===== config.mk =====
export PLATFORM = sky130hd
export DESIGN_NAME = async_fifo_write_arbiter
export DESIGN_NICKNAME = d
export VERILOG_FILES = /design/src/rtl/async_fifo_write_arbiter.sv
export SDC_FILE = /design/constraint.sdc
export NUM_CORES = 1
export LEC_CHECK = 0
export ABC_AREA = 1
export BUFFER_PORTS_ARGS = -buffer_cell sky130_fd_sc_hd__buf_2
export CAP_MARGIN = 0
export CORE_UTILIZATION = 45
export DETAILED_ROUTE_END_ITERATION = 16
export GPL_TIMING_DRIVEN = 1
export PLACE_DENSITY = 0.85
export SYNTH_ARGS = -nofsm -noshare
export SYNTH_HDL_FRONTEND = slang
export SYNTH_SLANG_ARGS = --single-unit

===== constraint.sdc =====
create_clock -name write_clk -period 3.7 [get_ports write_clk]
set_input_delay 0.37 -clock write_clk [delete_from_list [all_inputs] [get_ports write_clk]]
set_output_delay 0.37 -clock write_clk [all_outputs]
set_load 0.005 [all_outputs]

===== src/rtl/async_fifo_write_arbiter.sv =====
// Round-robin arbiter sharing the async_fifo write port among NUM_REQ write-domain requesters.
// A grant is held for up to BURST_MAX beats so each source's bursts land contiguously.
module async_fifo_write_arbiter #(
   parameter int unsigned BITS      = 32,
   parameter int unsigned NUM_REQ   = 4,
   parameter int unsigned BURST_MAX = 4,
   localparam int unsigned GID_W    = (NUM_REQ > 1) ? $clog2(NUM_REQ) : 1
) (
   input  logic                    write_clk,
   input  logic                    write_rst_n,
   input  logic [NUM_REQ-1:0]      req_valid,
   input  logic [NUM_REQ*BITS-1:0] req_data,
   output logic [NUM_REQ-1:0]      req_ready,
   input  logic                    p_write_full,
   output logic                    p_write_en,
   output logic [BITS-1:0]         p_write_data,
   output logic                    grant_valid,
   output logic [GID_W-1:0]        grant_id
);

   typedef enum logic [0:0] {StIdle, StGrant} state_e;

   state_e           state;
   logic [7:0]       burst_cnt;
   logic [GID_W-1:0] rr_ptr;

   logic             holder_valid;
   logic             last_beat;
   logic             release_grant;
   logic [GID_W-1:0] next_start;
   logic [GID_W:0]   sel_rr;
   logic [GID_W:0]   sel_nx;

   // Returns {found, index} of the first valid requester searching cyclically from start.
   function automatic logic [GID_W:0] sel(input logic [GID_W-1:0] start,
                                          input logic [NUM_REQ-1:0] valid);
      logic             found;
      logic [GID_W-1:0] idx;
      int               j;
      found = 1'b0;
      idx   = '0;
      for (int k = 0; k < int'(NUM_REQ); k++) begin
         j = (int'(start) + k) % int'(NUM_REQ);
         if (!found && valid[j]) begin
            found = 1'b1;
            idx   = GID_W'(j);
         end
      end
      return {found, idx};
   endfunction

   always_comb begin
      holder_valid  = req_valid[grant_id];
      next_start    = (grant_id == GID_W'(NUM_REQ - 1)) ? '0 : grant_id + 1'b1;
      sel_rr        = sel(rr_ptr, req_valid);
      sel_nx        = sel(next_start, req_valid);
      last_beat     = p_write_en && (burst_cnt == 8'(BURST_MAX - 1));
      release_grant = !holder_valid || last_beat;
   end

   always_comb begin
      req_ready = '0;
      if (grant_valid && !p_write_full) begin
         req_ready[grant_id] = 1'b1;
      end
      p_write_en   = grant_valid && holder_valid && !p_write_full;
      p_write_data = grant_valid ? req_data[int'(grant_id)*BITS +: BITS] : '0;
   end

   always_ff @(posedge write_clk or negedge write_rst_n) begin
      if (!write_rst_n) begin
         state       <= StIdle;
         grant_valid <= 1'b0;
         grant_id    <= '0;
         burst_cnt   <= '0;
         rr_ptr      <= '0;
      end else begin
         unique case (state)
            StIdle: begin
               if (sel_rr[GID_W]) begin
                  grant_id    <= sel_rr[GID_W-1:0];
                  grant_valid <= 1'b1;
                  burst_cnt   <= '0;
                  state       <= StGrant;
               end
            end
            StGrant: begin
               // Handoff is evaluated on this cycle's req_valid, so there is no idle bubble.
               if (release_grant) begin
                  rr_ptr    <= next_start;
                  burst_cnt <= '0;
                  if (sel_nx[GID_W]) begin
                     grant_id <= sel_nx[GID_W-1:0];
                  end else begin
                     grant_id    <= '0;
                     grant_valid <= 1'b0;
                     state       <= StIdle;
                  end
               end else if (p_write_en) begin
                  burst_cnt <= burst_cnt + 8'd1;
               end
            end
            default: begin
               state       <= StIdle;
               grant_valid <= 1'b0;
               grant_id    <= '0;
            end
         endcase
      end
   end

endmodule


==> results.sh <==
export IMPL_outcome="complete, no violations"
export IMPL_slowest_delay_ns=0.41
export IMPL_synth_top_area_cell="nor2_1"
export IMPL_hold_viol_final=0
export IMPL_synthTopCellsByCount="nor2_1, nand2_1, o21ai_0"
export IMPL_p_int_w=0.000937
export IMPL_synth_edf_count=0
export IMPL_grt_pass1_wl_mm=12.6
export IMPL_irDropWorstVdd_v=0.000377
export IMPL_cts_hold_repair_buffers=0
export IMPL_nets=764
export IMPL_htreeDepth=1
export IMPL_yosysWarnings=0
export IMPL_cp_cell_sequence="buf_4, inv_2, buf_4, nor2_1, o21ai_0, a21oi_1, buf_2"
export IMPL_startpoint_type="register"
export IMPL_cp_top_family="buffers and inverters"
export IMPL_critPathSlowestCell="dfrtp_1"
export IMPL_drc=0
export IMPL_antenna_found_initial=2
export IMPL_tightest_slew_ns=0.704
export IMPL_vias_per_cell=5.22
export IMPL_syn_cell_area_um2=2400
export IMPL_fin_setup_tns_ns=0
export IMPL_postCtsSetupRepairBufs=0
export IMPL_ys_seq_elements=14
export IMPL_drv_slew=0
export IMPL_rsz0062_at_grt="no"
export IMPL_core_area_um2=5140
export IMPL_area_growth_pct=38.5
export IMPL_synth_top_cells_by_area="nor2_1, o21ai_0, dfrtp_1, nand2_1, a21oi_1"
export IMPL_initialDrtViolationCount=168
export IMPL_seqPwrFrac=0.109
export IMPL_setup_viol=0
export IMPL_place_ws_ns=1.35
export IMPL_slew_headroom=0.531
export IMPL_critPathRequiredTime_ns=3.33
export IMPL_finClkSkew_ns=0.00344
export IMPL_fin_ws_ns=1.31
export IMPL_cp_arrival_ns=2.02
export IMPL_clockBufferDepth=2
export IMPL_grt_max_degree=73
export IMPL_p_leak_nw=1.88
export IMPL_cts_clk_slew_worst_paths_ns=0.06
export IMPL_io_pins=175
export IMPL_post_route_period_util=0.646
export IMPL_fin_area_um2=3330
export IMPL_worstRegToRegCells=15
export IMPL_min_path_type="input pin to asynchronous set/reset pin"
export IMPL_crit_buf_inv=4
export IMPL_fill_cells=516
export IMPL_wl_per_cell_um=12.9
export IMPL_gp_congestion=0.881
export IMPL_post_dp_cell_area_um2=3270
export IMPL_fp_dieH_um=75.1
export IMPL_total_power_w=0.00220
export IMPL_grt_overflow=0
export IMPL_cts_num_sinks=14
export IMPL_dieArea_um2=5640
export IMPL_synth_seq_area_share=0.146
export IMPL_synth_distinct_cells=29
export IMPL_antenna_left=0
export IMPL_swShare=0.574
export IMPL_synth_fp_nets=607
export IMPL_combPwrFrac=0.824
export IMPL_portBuffers=174
export IMPL_p_per_area_nw_per_um2=661
export IMPL_synthArstFlopShare=1.00
export IMPL_cap_violations=0
export IMPL_row_count=26
export IMPL_worst_setup_path_end_kind="output port"
export IMPL_vias=3627
export IMPL_yosysMostFrequentCell="nor2_1"
export IMPL_path_class="register to output port"
export IMPL_synth_top_area_frac=0.223
export IMPL_worstSkewPairLatency_ns=0.25
export IMPL_synth_main_ff_cell="dfrtp_1"
export IMPL_die_width_um=75.1
export IMPL_multi_input_area_um2=1800
export IMPL_avgSynthCellArea_um2=5.15
export IMPL_drive_gt1_frac=0.327
export IMPL_wl_mm=8.96
export IMPL_fmax_mhz=419
export IMPL_dpl_hpwl_mm=6.88
export IMPL_grt_pass1_vias=2852
export IMPL_numCtsBuffers=3
export IMPL_grt_use_total=0.287
export IMPL_synth_cells=467
export IMPL_cp_max_fo=34
export IMPL_power_switching_w=0.00126
export IMPL_cts_root_buf="clkbuf_8"
export IMPL_crit_cells=7
export IMPL_drt_pass1_iterations=4
export IMPL_finalCriticalPeriod_ns=2.39
export IMPL_cts_tree="built"
export IMPL_initial_core_util=0.468
export IMPL_cts_repair_resize_count=0
export IMPL_register_area_um2=352
export IMPL_cp_common_cell="buf_4"
export IMPL_power_frac_clock=0.068
-- layout make-up --
class / instances / area share
diodes: 2 / 0.00150
well taps: 70 / 0.0263
inverters: 32 / 0.0372
multi-input cells: 395 / 0.542
clock buffers: 4 / 0.0165
repair buffers: 178 / 0.271
flip-flops and latches: 14 / 0.106
-- path summary, 6_finish.rpt --
path | start | endpoint | slack, ns
max | grant_id[1] | p_write_data[11] | 1.31
min | write_rst_n | state | 0.008
max reg2reg | grant_id[0] | grant_id[0] | 1.33
min reg2reg | burst_cnt[7] | burst_cnt[7] | 0.53
max in group asynchronous | write_rst_n | grant_id[0] | 3.43
min in group write_clk | burst_cnt[7] | burst_cnt[7] | 0.53
-- cell families after synthesis --
family / count (synthesis) / synth area share
compound gates: 118 / 0.258
xor+xnor: 3 / 0.0109
fa+ha+maj: 5 / 0.0260
buf+inv: 58 / 0.104
flops: 14 / 0.146
simple gates: 269 / 0.456
-- power groups by stage --
stage	clock network [W]	logic, W	registers (W)
6_report	0.000149	0.00181	0.000239
5_1_grt	0.000161	0.00205	0.000245
4_1_cts	0.000151	0.00179	0.000238
3_5_place_dp	0	0.00178	0.000240
3_3_place_gp	0	0.00174	0.000238
2_1_floorplan	0	0.00134	0.000220
-- flip-flops by register name, indices dropped and copies added (netlist names) --
name         flops
state            1
burst_cnt        8
grant_id         2
grant_valid      1
rr_ptr           2
-- routing by layer --
metal	GRT usage	share of wire	up-vias	wire, um
met1	0.354	0.41	1617	3670
li1	-	-	1815	-
met2	0.494	0.46	169	4120
met4	0.0587	0.024	2	212
met3	0.0870	0.10	24	937
met5	0	0.0015	-	13
-- cells in the final DEF, fill, tap and decap left out, types with 4 or more instances in the layout --
| cell | Yosys | routed |
|---|---|---|
| buf_2 | 7 | 174 |
| nor2_1 | 143 | 143 |
| nand2_1 | 89 | 89 |
| o21ai_0 | 74 | 74 |
| a21oi_1 | 36 | 36 |
| inv_1 | 27 | 27 |
| nand3_1 | 20 | 20 |
| dfrtp_1 | 14 | 13 |
| ha_1 | 5 | 5 |
| nor3_1 | 4 | 4 |
| clkbuf_8 | 0 | 4 |
| buf_4 | 1 | 4 |
-- metrics by stage --
| stage | instances | hold slack [ns] | util |
|---|---|---|---|
| finish | 695 | 0.00777 | 0.648 |
| global placement | 689 | 0.284 | 0.636 |
| CTS | 693 | 0.0175 | 0.647 |
| detailed placement | 689 | 0.287 | 0.636 |
| floorplan | 467 | 0.0744 | - |
| global route | 693 | 0.0256 | 0.647 |
(Power assumes the default switching activity.)
